===== config.mk =====
export PLATFORM = sky130hd
export DESIGN_NAME = core
export DESIGN_NICKNAME = d
export VERILOG_FILES = /design/src/rtl/core_pkg.sv /design/src/rtl/core_alu.sv /design/src/rtl/core.sv
export SDC_FILE = /design/constraint.sdc
export NUM_CORES = 1
export LEC_CHECK = 0
export CAP_MARGIN = 20
export CORE_MARGIN = 3
export CORE_UTILIZATION = 66
export DETAILED_ROUTE_END_ITERATION = 10
export MAX_ROUTING_LAYER = met4
export PLACE_DENSITY = 0.89
export SYNTH_ARGS = -nofsm -noshare
export SYNTH_HDL_FRONTEND = slang
export SYNTH_HIERARCHICAL = 1
export SYNTH_SLANG_ARGS = --single-unit

===== constraint.sdc =====
create_clock -name clk -period 9.3 [get_ports clk]
set_input_delay 1.395 -clock clk [delete_from_list [all_inputs] [get_ports clk]]
set_output_delay 1.395 -clock clk [all_outputs]
set_load 0.01 [all_outputs]

===== src/rtl/core_pkg.sv =====
// Shared definitions for the byte-bus CPU core: state encoding, opcodes
// and instruction field helpers.
package core_pkg;

    typedef enum logic [3:0] {
        FETCH0 = 4'd0,
        FETCH1 = 4'd1,
        FETCH2 = 4'd2,
        FETCH3 = 4'd3,
        EXEC   = 4'd4,
        MEM    = 4'd5,
        HALT   = 4'd6
    } state_t;

    localparam logic [3:0] OP_NOP  = 4'h0;
    localparam logic [3:0] OP_LDI  = 4'h1;
    localparam logic [3:0] OP_ADD  = 4'h2;
    localparam logic [3:0] OP_SUB  = 4'h3;
    localparam logic [3:0] OP_AND  = 4'h4;
    localparam logic [3:0] OP_OR   = 4'h5;
    localparam logic [3:0] OP_XOR  = 4'h6;
    localparam logic [3:0] OP_LD   = 4'h7;
    localparam logic [3:0] OP_ST   = 4'h8;
    localparam logic [3:0] OP_JMP  = 4'h9;
    localparam logic [3:0] OP_BEQZ = 4'hA;
    localparam logic [3:0] OP_HALT = 4'hF;

    function automatic logic [3:0] f_op(input logic [31:0] ir);
        return ir[31:28];
    endfunction

    function automatic logic [3:0] f_rd(input logic [31:0] ir);
        return ir[27:24];
    endfunction

    function automatic logic [3:0] f_ra(input logic [31:0] ir);
        return ir[23:20];
    endfunction

    function automatic logic [3:0] f_rb(input logic [31:0] ir);
        return ir[19:16];
    endfunction

    function automatic logic [7:0] f_imm(input logic [31:0] ir);
        return ir[7:0];
    endfunction

    function automatic logic [8:0] f_a9(input logic [31:0] ir);
        return ir[8:0];
    endfunction

endpackage


===== src/rtl/core_alu.sv =====
// Combinational 8-bit ALU; results wrap, no flags are produced.
module core_alu
    import core_pkg::*;
(
    input  logic [3:0] op,
    input  logic [7:0] a,
    input  logic [7:0] b,
    output logic [7:0] y
);

    always_comb begin
        y = 8'h00;
        case (op)
            OP_ADD:  y = a + b;
            OP_SUB:  y = a - b;
            OP_AND:  y = a & b;
            OP_OR:   y = a | b;
            OP_XOR:  y = a ^ b;
            default: y = 8'h00;
        endcase
    end

endmodule


===== src/rtl/core.sv =====
// 8-bit CPU core on a shared arbitrated byte bus: byte-serial big-endian
// fetch, single-cycle execute, one bus cycle for loads and stores.
module core
    import core_pkg::*;
(
    input  logic       clk,
    input  logic       reset,
    input  logic       grant_given,
    output logic       grant_request,
    output logic       rw,
    input  logic [7:0] data_in,
    output logic [7:0] data_out,
    output logic [8:0] address
);

    // Bus handshake: a byte moves on a rising edge where grant_request and
    // grant_given are both high; the request and its address/rw/data are held
    // stable until then, and grant_given without a request is ignored.
    logic [31:0] IR;
    state_t      state;
    logic [8:0]  PC;
    logic [7:0]  R [16];

    state_t      state_d;
    logic [31:0] ir_d;
    logic [8:0]  pc_d;
    logic        reg_we;
    logic [3:0]  reg_wa;
    logic [7:0]  reg_wd;
    logic        xfer;
    logic [7:0]  alu_y;
    logic        req_d;
    logic        rw_d;
    logic [8:0]  addr_d;
    logic [7:0]  dout_d;

    assign xfer = grant_request & grant_given;

    core_alu u_alu (
        .op (f_op(IR)),
        .a  (R[f_ra(IR)]),
        .b  (R[f_rb(IR)]),
        .y  (alu_y)
    );

    always_comb begin
        state_d = state;
        ir_d    = IR;
        pc_d    = PC;
        reg_we  = 1'b0;
        reg_wa  = f_rd(IR);
        reg_wd  = alu_y;
        case (state)
            FETCH0, FETCH1, FETCH2, FETCH3: begin
                if (xfer) begin
                    // FETCHn fills byte 3-n, i.e. the inverted low state bits
                    ir_d[{~state[1:0], 3'b000} +: 8] = data_in;
                    state_d = (state == FETCH3) ? EXEC : state_t'(state + 4'd1);
                end
            end
            EXEC: begin
                pc_d    = PC + 9'd4;
                state_d = FETCH0;
                case (f_op(IR))
                    OP_LDI: begin
                        reg_we = 1'b1;
                        reg_wd = f_imm(IR);
                    end
                    OP_ADD, OP_SUB, OP_AND, OP_OR, OP_XOR: reg_we = 1'b1;
                    OP_LD, OP_ST: begin
                        pc_d    = PC;
                        state_d = MEM;
                    end
                    OP_JMP:  pc_d = f_a9(IR);
                    OP_BEQZ: if (R[f_ra(IR)] == 8'h00) pc_d = f_a9(IR);
                    OP_HALT: state_d = HALT;
                    default: ;
                endcase
            end
            MEM: begin
                if (xfer) begin
                    pc_d    = PC + 9'd4;
                    state_d = FETCH0;
                    if (f_op(IR) == OP_LD) begin
                        reg_we = 1'b1;
                        reg_wd = data_in;
                    end
                end
            end
            HALT:    ;
            default: state_d = FETCH0;
        endcase

        // Bus outputs are registered from the state being entered
        req_d  = 1'b0;
        rw_d   = 1'b0;
        addr_d = 9'h000;
        dout_d = 8'h00;
        case (state_d)
            FETCH0, FETCH1, FETCH2, FETCH3: begin
                req_d  = 1'b1;
                addr_d = pc_d + {7'd0, state_d[1:0]};
            end
            MEM: begin
                req_d  = 1'b1;
                addr_d = f_a9(ir_d);
                rw_d   = (f_op(ir_d) == OP_ST);
                dout_d = rw_d ? R[f_rd(ir_d)] : 8'h00;
            end
            default: ;
        endcase
    end

    always_ff @(posedge clk) begin
        if (!reset) begin
            state         <= FETCH0;
            IR            <= 32'h0;
            PC            <= 9'h000;
            grant_request <= 1'b0;
            rw            <= 1'b0;
            address       <= 9'h000;
            data_out      <= 8'h00;
            for (int i = 0; i < 16; i++) R[i] <= 8'h00;
        end else begin
            state         <= state_d;
            IR            <= ir_d;
            PC            <= pc_d;
            grant_request <= req_d;
            rw            <= rw_d;
            address       <= addr_d;
            data_out      <= dout_d;
            if (reg_we) R[reg_wa] <= reg_wd;
        end
    end

endmodule


==> results.sh <==
export IMPL_run_status="finished, final reports clean"
export IMPL_global_route_overflow_total=0
export IMPL_skew_ps=16.3
export IMPL_syn_nets=1273
export IMPL_setup_violations_final=0
export IMPL_io_pins=30
export IMPL_crit_path_cell_trace="buf_4, mux4_2, a22oi_1, nand3_1, nor4_2, nand3_1, or2_1, a211o_1, o2bb2ai_1, ha_1, inv_1, fa_1, inv_1, o31a_1, o211ai_1, o21bai_1, o31a_1, o31ai_1"
export IMPL_grt_antenna_before_repair=0
export IMPL_die_area_um2=20200
export IMPL_place_congestion=1.03
export IMPL_core_region_area_um2=18100
export IMPL_synth_seq_area_share_pct=42.0
export IMPL_netlist_cell_type_count=83
export IMPL_synth_largest_type_area_fraction_pct=31.3
export IMPL_cts_repair_resized=0
export IMPL_slew_viol_final=0
export IMPL_place_inst=1423
export IMPL_cts_num_sinks=193
export IMPL_req_time_crit_path_ps=9670
export IMPL_synth_edff_count=128
export IMPL_dr_first_iter_drc_count=1798
export IMPL_worst_hold_path_num_cells=2
export IMPL_worst_hold_check_path_type="flop to flop"
export IMPL_fin_ws_ps=3800
export IMPL_synth_commonest_cells="sky130_fd_sc_hd__nor2_1, sky130_fd_sc_hd__nand2_1, sky130_fd_sc_hd__edfxtp_1"
export IMPL_tritoncts="yes"
export IMPL_die_width_um=142
export IMPL_placement_setup_worst_slack_ps=3920
export IMPL_num_nets_final=1261
export IMPL_critical_path_endpoint_type="flop"
export IMPL_ys_async_sr_fraction_pct=0
export IMPL_maxCapViolations=0
export IMPL_worst_slew_margin_rel_pct=26.6
export IMPL_post_dp_hpwl_um=26500
export IMPL_ff2ff_setup_slack_ps=3800
export IMPL_cts_buffers_inserted=17
export IMPL_clock_latency_ps=460
export IMPL_root_buffer="sky130_fd_sc_hd__clkbuf_16"
export IMPL_final_antenna_net_count=0
export IMPL_hold_buffers=0
export IMPL_final_cells=1455
export IMPL_synth_area_per_cell_um2=10.0
export IMPL_power_density_cell_area_nw_per_um2=141
export IMPL_worst_hold_path_endpoint="IR[17]"
export IMPL_first_pass_grt_wire_length_um=57500
export IMPL_ys_flop_type="sky130_fd_sc_hd__edfxtp_1"
export IMPL_worstReg2RegEnd="address[8]"
export IMPL_maximum_number_of_pins_on_one_net_before_global_route_repair=66
export IMPL_share_of_layout_cells_above_drive_strength_1_pct=11.9
export IMPL_starting_density_of_the_core_pct=67.8
export IMPL_final_setup_tns_ps=0
export IMPL_yosys_top_cells_area="sky130_fd_sc_hd__edfxtp_1, sky130_fd_sc_hd__mux4_2, sky130_fd_sc_hd__dfxtp_1, sky130_fd_sc_hd__nor2_1, sky130_fd_sc_hd__nand2_1"
export IMPL_grt_pass1_vias=9966
export IMPL_detail_route_vias_per_cell=7.32
export IMPL_critical_path_max_fanout=41
export IMPL_critPathArrivalTime_ps=5870
export IMPL_utilization_pct=73.4
export IMPL_cts_buffer_depth=2
export IMPL_floorplan_rows=49
export IMPL_die_h_um=142
export IMPL_synth_top_cell_by_area="sky130_fd_sc_hd__edfxtp_1"
export IMPL_post_synth_top_count_cell="sky130_fd_sc_hd__nor2_1"
export IMPL_synth_cell_area_um2=12300
export IMPL_yosysWarnings=6
export IMPL_setup_cp_type="flop to flop"
export IMPL_avgRoutedWirePerCell_um=26.4
export IMPL_finalHoldViolations=0
export IMPL_holdCritStartpoint="IR[17]"
export IMPL_rsz_0062_raised_after_global_routing="no"
export IMPL_slowest_delay_ps=610
export IMPL_p_leak_nw=4.56
export IMPL_areaGrowthSynthToFinish_pct=8.27
export IMPL_num_antenna_cells=0
export IMPL_cts_setup_buffers=0
export IMPL_period_minus_slack_ps=5500
export IMPL_max_freq_ghz=0.182
export IMPL_path_clk_slew_ps=80
export IMPL_worstMarginPinSlew_ps=1100
export IMPL_start_kind="flop"
export IMPL_slowest_stage="sky130_fd_sc_hd__mux4_2"
export IMPL_cts_htree_levels=4
export IMPL_r2r_worst_path_cells=18
export IMPL_postRouteWirelength_um=38400
export IMPL_port_buffers=29
export IMPL_synth_seq_cells=193
export IMPL_fill_cells=1240
export IMPL_timing_final_crit_share_pct=59.1
export IMPL_synthesis_instances=1225
export IMPL_remaining_drc_errors=0
export IMPL_peakVddDrop_mv=0.134
export IMPL_dr_total_vias=10700
export IMPL_holdWs_ps=463
export IMPL_drt_pass1_iter_count=8
export IMPL_grt_usage_pct=39.0
report_power, final:
part / switching, mW / internal [mW] / leakage [nW] / total [mW]
combinational: 0.106 / 0.0620 / 2.42 / 0.168
sequential: 0.0290 / 0.932 / 1.85 / 0.961
clock: 0.381 / 0.365 / 0.295 / 0.746
total: 0.516 / 1.36 / 4.56 / 1.88
cells in the final DEF, fill, tap and decap left out, types with 14 or more instances in the layout:
cell type,count
sky130_fd_sc_hd__a21oi_1,57
sky130_fd_sc_hd__o21ai_0,15
sky130_fd_sc_hd__edfxtp_1,128
sky130_fd_sc_hd__a211oi_1,37
sky130_fd_sc_hd__mux4_2,60
sky130_fd_sc_hd__clkdlybuf4s50_1,29
sky130_fd_sc_hd__dfxtp_1,63
sky130_fd_sc_hd__clkbuf_16,17
sky130_fd_sc_hd__nand3_1,42
sky130_fd_sc_hd__nor2_1,182
sky130_fd_sc_hd__mux2i_1,41
sky130_fd_sc_hd__a311oi_1,24
sky130_fd_sc_hd__inv_1,36
sky130_fd_sc_hd__and2_1,36
sky130_fd_sc_hd__buf_4,24
sky130_fd_sc_hd__nand2_1,168
sky130_fd_sc_hd__a31oi_1,14
sky130_fd_sc_hd__ha_1,35
cell families (layout without fill, tap and decap cells):
logic type,count (synthesis),count (layout),synth area share (%)
other,1,1,0.0306
adder cells (fa/ha/maj),37,37,3.90
XOR/XNOR,19,19,1.42
AND/OR/NAND/NOR,504,504,18.9
buffers and inverters,121,122,4.22
multiplexers,109,109,15.5
flip-flops,193,193,42.0
AO/OA/AOI/OAI,241,241,14.1
worst max-delay path: cells and delay by family (launching register included):
kind	cells	cell delay, ps
compound gates	8	1810
simple gates	4	1320
fa+ha+maj	2	620
flops	1	310
mux	1	610
buf+inv	3	740
worst max-delay path by stage:
stage                            end   from  slack (ps)
final                     address[8]   flop        3800
after global routing      address[8]   flop        3620
after CTS                 address[8]   flop        3970
after detailed placement     R[8][5]  reset        3920
after global placement      R[12][5]  reset        3840
after floorplan             R[10][7]   flop        4250
registers in the layout, indices dropped and copies added (netlist names), named ones only:
signal / flops
rw: 1
data_out: 8
PC: 9
IR: 25
grant_request: 1
state: 4
address: 9
R: 128
metrics by stage:
stage / power, mW / instance area [um^2]
6_report: 1.88 / 13300
3_3_place_gp: 1.13 / 12700
5_1_grt: 1.92 / 13300
4_1_cts: 1.86 / 13300
2_1_floorplan: 1.08 / 12300
3_5_place_dp: 1.14 / 12700
area by class of cell:
cell class	instances	area, um^2	share of cell area (%)
multi-input cells	911	6630	49.9
flip-flops and latches	193	5150	38.8
repair buffers	53	470	3.54
clock buffers	17	425	3.20
well taps	229	287	2.16
clock inverters	15	180	1.36
inverters	37	139	1.05
routing by layer:
| layer | GRT usage (%) | wire, um | vias to the layer above |
|---|---|---|---|
| met4 | 25.5 | 3060 | 0 |
| met5 | - | 0 | - |
| met2 | 57.7 | 17200 | 953 |
| met3 | 9.54 | 4970 | 230 |
| li1 | - | - | 4528 |
| met1 | 47.9 | 13200 | 4942 |
Note: power is estimated with default switching activity, not from simulation.
